**src/rtl/pipe_hazard_ctrl.sv**
```systemverilog
// Hazard and forwarding controller for a 5-stage pipeline: load-use stall,
// taken-branch flush, registered EX operand forwarding selects, event counters.
module pipe_hazard_ctrl #(
  parameter int CNT_W  = 32,
  parameter int ZR_IDX = 31
) (
  input  logic             clk,
  input  logic             reset,
  input  logic             id_valid,
  input  logic [4:0]       id_aa,
  input  logic [4:0]       id_ab,
  input  logic             id_use_a,
  input  logic             id_use_b,
  input  logic [4:0]       id_rd,
  input  logic             id_regwrite,
  input  logic             id_memread,
  input  logic             ex_br_taken,
  output logic             stall,
  output logic             flush_ifid,
  output logic             bubble_ex,
  output logic [1:0]       fwd_a,
  output logic [1:0]       fwd_b,
  output logic [CNT_W-1:0] stall_cnt,
  output logic [CNT_W-1:0] flush_cnt
);

  localparam logic [4:0] ZR = 5'(ZR_IDX);

  // The WB stage keeps no record: the register file writes before it reads,
  // so nothing downstream of MEM ever needs a forwarding select.
  logic       ex_valid, ex_rw, ex_mr;
  logic [4:0] ex_rd;
  logic       mem_valid, mem_rw;
  logic [4:0] mem_rd;

  logic       m_ex_a, m_ex_b, m_mem_a, m_mem_b;
  logic       lu;
  logic [1:0] next_fwd_a, next_fwd_b;

  function automatic logic rec_match(input logic v, input logic rw,
                                     input logic [4:0] rd, input logic [4:0] addr);
    return v & rw & (rd == addr) & (addr != ZR);
  endfunction

  always_comb begin
    m_ex_a  = rec_match(ex_valid, ex_rw, ex_rd, id_aa);
    m_ex_b  = rec_match(ex_valid, ex_rw, ex_rd, id_ab);
    m_mem_a = rec_match(mem_valid, mem_rw, mem_rd, id_aa);
    m_mem_b = rec_match(mem_valid, mem_rw, mem_rd, id_ab);

    lu = id_valid & ex_mr & ((id_use_a & m_ex_a) | (id_use_b & m_ex_b));

    stall      = ~reset & lu & ~ex_br_taken;
    flush_ifid = ~reset & ex_br_taken;
    bubble_ex  = ~reset & (lu | ex_br_taken);

    // A load in EX never forwards from EX; after its bubble it sits in MEM.
    next_fwd_a = 2'b00;
    if (id_use_a) begin
      if (m_ex_a & ~ex_mr) next_fwd_a = 2'b01;
      else if (m_mem_a)    next_fwd_a = 2'b10;
    end
    next_fwd_b = 2'b00;
    if (id_use_b) begin
      if (m_ex_b & ~ex_mr) next_fwd_b = 2'b01;
      else if (m_mem_b)    next_fwd_b = 2'b10;
    end
  end

  always_ff @(posedge clk) begin
    if (reset) begin
      ex_valid  <= 1'b0;
      ex_rw     <= 1'b0;
      ex_mr     <= 1'b0;
      ex_rd     <= 5'd0;
      mem_valid <= 1'b0;
      mem_rw    <= 1'b0;
      mem_rd    <= 5'd0;
      fwd_a     <= 2'b00;
      fwd_b     <= 2'b00;
      stall_cnt <= '0;
      flush_cnt <= '0;
    end else begin
      mem_valid <= ex_valid;
      mem_rw    <= ex_rw;
      mem_rd    <= ex_rd;
      if (bubble_ex) begin
        ex_valid <= 1'b0;
        ex_rw    <= 1'b0;
        ex_mr    <= 1'b0;
        ex_rd    <= 5'd0;
        fwd_a    <= 2'b00;
        fwd_b    <= 2'b00;
      end else begin
        ex_valid <= id_valid;
        ex_rw    <= id_regwrite;
        ex_mr    <= id_memread;
        ex_rd    <= id_rd;
        fwd_a    <= next_fwd_a;
        fwd_b    <= next_fwd_b;
      end
      if (stall && stall_cnt != '1)      stall_cnt <= stall_cnt + CNT_W'(1);
      if (flush_ifid && flush_cnt != '1) flush_cnt <= flush_cnt + CNT_W'(1);
    end
  end

endmodule

```
**config.mk**
```make
export PLATFORM = sky130hd
export DESIGN_NAME = pipe_hazard_ctrl
export DESIGN_NICKNAME = d
export VERILOG_FILES = /design/src/rtl/pipe_hazard_ctrl.sv
export SDC_FILE = /design/constraint.sdc
export NUM_CORES = 1
export LEC_CHECK = 0
export ABC_AREA = 1
export ABC_CLOCK_PERIOD_IN_PS = 1870
export CORE_UTILIZATION = 53
export DETAILED_ROUTE_END_ITERATION = 16
export PLACE_DENSITY = 0.91
export SETUP_SLACK_MARGIN = 0.4
export SYNTH_ARGS = -nofsm -noshare
export SYNTH_HDL_FRONTEND = slang
export SYNTH_SLANG_ARGS = --single-unit
export TNS_END_PERCENT = 30
```
**constraint.sdc**
```tcl
create_clock -name clk -period 1.87 [get_ports clk]
set_input_delay 0.374 -clock clk [delete_from_list [all_inputs] [get_ports clk]]
set_output_delay 0.374 -clock clk [all_outputs]
set_load 0.05 [all_outputs]
```
==> tab_implementation.tex <==
\begin{tabular}{lr}
\hline
Metric & Value \\
\hline
\multicolumn{2}{l}{\textbf{Status}} \\
Result of the run & complete, but fails checks \\
Violations in the final reports & setup timing \\
\multicolumn{2}{l}{\textbf{Critical path}} \\
Number of buffers and inverters on the critical path & 5 \\
Kind of start point of the critical path & flop \\
Kind of end point of the critical path & primary output \\
Signal arrival time at the worst endpoint & 1710 ps \\
Crit path cell chain & inv\_2 -> nand2\_2 -> nand2\_1 -> inv\_1 -> nand2\_1 -> nor2\_2 -> nand3\_1 -> nand2\_2 -> buf\_6 -> nand3\_4 -> inv\_2 -> buf\_12 \\
Crit-path leading delay family & simple AND/OR/NAND/NOR gates \\
Highest cell delay on the worst timing path & 360 ps \\
Crit path max-delay cell type & sky130\_fd\_sc\_hd\_\_dfxtp\_2 \\
Required time of the worst setup path & 1500 ps \\
Crit path kind & flop to primary output \\
Worst Path Max Fanout & 3 \\
\multicolumn{2}{l}{\textbf{Detailed routing}} \\
Via count & 6,148 \\
Ratio of routed vias to standard cells & 5.58 \\
Detail-routed net length per standard cell & 16.6 um \\
Post-detailed-route count of antenna-violating nets & 0 \\
Detailed Routing Iterations Pass 1 & 7 \\
Number of DRC markers in iteration 0 & 435 \\
Total wirelength of the detailed-routed design & 18,300 um \\
Number of DRC violations after detailed routing & 0 \\
\multicolumn{2}{l}{\textbf{Synth}} \\
Count of mapped cells out of synthesis & 817 \\
Parity-gate share of the synthesized area counting xor and xnor cells & 0.0818 \\
Post-synthesis async set-or-reset flop share & 0 \\
Post-synth cell types & 37 \\
Primary FF master, synth & sky130\_fd\_sc\_hd\_\_dfxtp\_1 \\
Post-synth net total & 842 \\
Number of storage elements in the synthesis netlist & 83 \\
Adder-Cell Fraction of Synth Area & 0.00497 \\
Syn Area/Cell & 6.16 um2 \\
Warnings, synthesis & 0 \\
Proportion of synthesized area in mux cells & 0 \\
Complex-gate fraction of the synthesized area & 0.0542 \\
Cell area after technology mapping & 5030 um2 \\
Simple-gate area share of the yosys netlist & 0.409 \\
Number of enable-type register cells in the synthesized netlist & 0 \\
Dominant combinational cell family by area after synthesis & simple AND/OR/NAND/NOR gates \\
Sequential cell area fraction in the yosys report & 0.330 \\
\multicolumn{2}{l}{\textbf{Global route}} \\
Maximum number of pins on one net before global-route repair & 29 \\
Vias in the first global route & 5,367 \\
Congestion Overflow GR & 0 \\
Antenna violations before repair & 0 \\
Combined global-route utilization of all metal layers & 0.326 \\
First-pass GRT wire length & 25,500 um \\
\multicolumn{2}{l}{\textbf{Place}} \\
Number of buffer cells added on primary ports & 93 \\
GP Congestion & 0.979 \\
Post-DP HPWL & 10,500 um \\
Worst Setup Slack post-DPL & -408 ps \\
\multicolumn{2}{l}{\textbf{Floorplan}} \\
Count of pins on the block boundary & 94 \\
Horizontal die dimension & 99.4 um \\
Starting Density & 0.547 \\
Height of the die & 99.4 um \\
Area of the placeable core & 9200 um2 \\
Area of the die & 9890 um2 \\
Count of standard-cell rows & 35 \\
\multicolumn{2}{l}{\textbf{Final layout}} \\
Post-layout net count & 1,012 \\
Layout overhead on the synthesized area & 50.3\% \\
Most common cell after layout, fill and taps aside & sky130\_fd\_sc\_hd\_\_nand2\_1 \\
Antenna cell count & 0 \\
Layout fillers & 578 \\
Footprint of the flip-flops and latches & 1730 um2 \\
Commonest cells after routing, fill and taps aside & sky130\_fd\_sc\_hd\_\_nand2\_1, sky130\_fd\_sc\_hd\_\_buf\_4, sky130\_fd\_sc\_hd\_\_nor2\_1 \\
Share of cells above drive strength 1 & 0.357 \\
Final core utilization & 0.822 \\
Area of the multi-input gates & 3350 um2 \\
\multicolumn{2}{l}{\textbf{Clock network}} \\
Clock Tree Buf Depth & 2 \\
TritonCTS clock tree & built \\
Inserted Clock Buffers & 9 \\
Total clock sinks & 83 \\
Clock-pin slew on the worst setup and hold paths & 80 ps \\
Clk\_lat worst skew & 350 ps \\
CTS H-Tree Depth & 3 \\
CTS Root Cell & sky130\_fd\_sc\_hd\_\_clkbuf\_8 \\
Number of buffers inserted by hold repair at cts & 0 \\
\multicolumn{2}{l}{\textbf{STA}} \\
Final Hold Violating Endpoints & 0 \\
Clock skew & 7.80 ps \\
Final Max Tran Viols & 0 \\
Setup TNS Final & -3350 ps \\
Tightest Pin Transition & 460 ps \\
Setup repair after global routing missed its margin & yes \\
Final WS setup & -217 ps \\
Final worst path period share & 1.12 \\
Final-report setup violation count & 33 \\
Slew Limit Headroom & 0.693 \\
Fmax & 0.479 GHz \\
Final critical delay including setup and external delays & 2090 ps \\
\multicolumn{2}{l}{\textbf{Pwr}} \\
Cell leakage power & 0.00336 uW \\
VDD IR max & 0.409 mV \\
Pwr per Cell Area & 466 nW/um2 \\
\multicolumn{2}{l}{\textbf{Run}} \\
Max-capacitance violation count & 0 \\
\multicolumn{2}{l}{\textbf{Min path}} \\
Class of the tightest hold or removal check & flop to flop \\
\hline
\end{tabular}
[flip-flops by register name (all words and copies together) (netlist names), 2 cells and up]
register   count
ex_rd          5
flush_cnt     32
fwd_a          2
fwd_b          2
mem_rd         5
stall_cnt     32
[power by group]
part / internal, uW / leakage [uW] / switching (uW) / total [uW]
clock network: 738 / 0.0000992 / 649 / 1390
registers: 1780 / 0.000694 / 14.6 / 1790
logic: 151 / 0.00257 / 191 / 342
total: 2670 / 0.00336 / 855 / 3520
[cell usage after synthesis (2+ instances only)]
cell                         n  area (um2)
sky130_fd_sc_hd__nor3_2      3        30.0
sky130_fd_sc_hd__a21oi_1    25         125
sky130_fd_sc_hd__nor2_1    151         567
sky130_fd_sc_hd__o21ai_0    10        50.1
sky130_fd_sc_hd__dfxtp_1    83        1660
sky130_fd_sc_hd__buf_1       2        7.51
sky130_fd_sc_hd__clkbuf_1    4        15.0
sky130_fd_sc_hd__nand2_1   253         950
sky130_fd_sc_hd__inv_1     114         428
sky130_fd_sc_hd__nand3_1    27         135
sky130_fd_sc_hd__nand3b_1    2        15.0
sky130_fd_sc_hd__xnor2_1     8        70.1
sky130_fd_sc_hd__o21ai_1     9        45.0
sky130_fd_sc_hd__xor2_1     39         342
sky130_fd_sc_hd__nand4_1    14        87.6
sky130_fd_sc_hd__inv_2       7        26.3
sky130_fd_sc_hd__ha_1        2        25.0
sky130_fd_sc_hd__nor2_2      3        18.8
sky130_fd_sc_hd__buf_6      10         113
sky130_fd_sc_hd__nor3_1     33         165
sky130_fd_sc_hd__nor3b_1     2        15.0
[kinds of logic (layout without fill, tap and decap cells)]
kind of cell / count (synthesis) / after routing
XOR/XNOR: 47 / 47
buffers and inverters: 140 / 313
AO/OA/AOI/OAI: 50 / 50
AND/OR/NAND/NOR: 495 / 495
flip-flops: 83 / 83
adder cells (fa/ha/maj): 2 / 2
[path summary, 6_finish.rpt]
check                 from             to  slack, ps  depth (start not counted)
max               ex_rd[3]          stall       -220                         12
min                  ex_rw         mem_rw        440                          2
max reg2reg  stall_cnt[25]  stall_cnt[17]       -160                         12
min reg2reg          ex_rw         mem_rw        440                          2
[area by class of cell]
| class | count | share of cell area |
|---|---|---|
| multi-input combinational | 594 | 0.443 |
| sequential | 83 | 0.228 |
| timing repair buffer | 177 | 0.222 |
| inverter | 122 | 0.0622 |
| tap | 111 | 0.0184 |
| clock buffer | 11 | 0.0174 |
| clock inverter | 3 | 0.00860 |
[stage by stage]
stage          cells  power (uW)  instance area, um2  hold slack, ps
6_report        1101        3520                7560             438
3_5_place_dp    1052        2110                6320             423
3_3_place_gp    1052        2110                6320             409
2_1_floorplan    817        1970                5110             403
4_1_cts         1080        3470                7030             440
5_1_grt         1101        3630                7560             475
[metal layers]
metal / share of wire / GRT usage / wire, um
met5: 0 / 0 / 0
met4: 0.055 / 0.167 / 1010
met3: 0.082 / 0.0436 / 1490
met2: 0.48 / 0.556 / 8840
met1: 0.38 / 0.403 / 6930
[worst min-delay path, cell delays in order (launching register included)]
cell and delay [ps]:
sky130_fd_sc_hd__dfxtp_2 330, sky130_fd_sc_hd__inv_1 50, sky130_fd_sc_hd__nor2_1 30
[timing repair]
action	in CTS	in global routing
endpoints found under the setup margin	87	83
buffers inserted	8	18
resized for setup	126	106
gates cloned	6	3
pin swaps	46	60
Note: power is estimated with default switching activity, not from simulation.
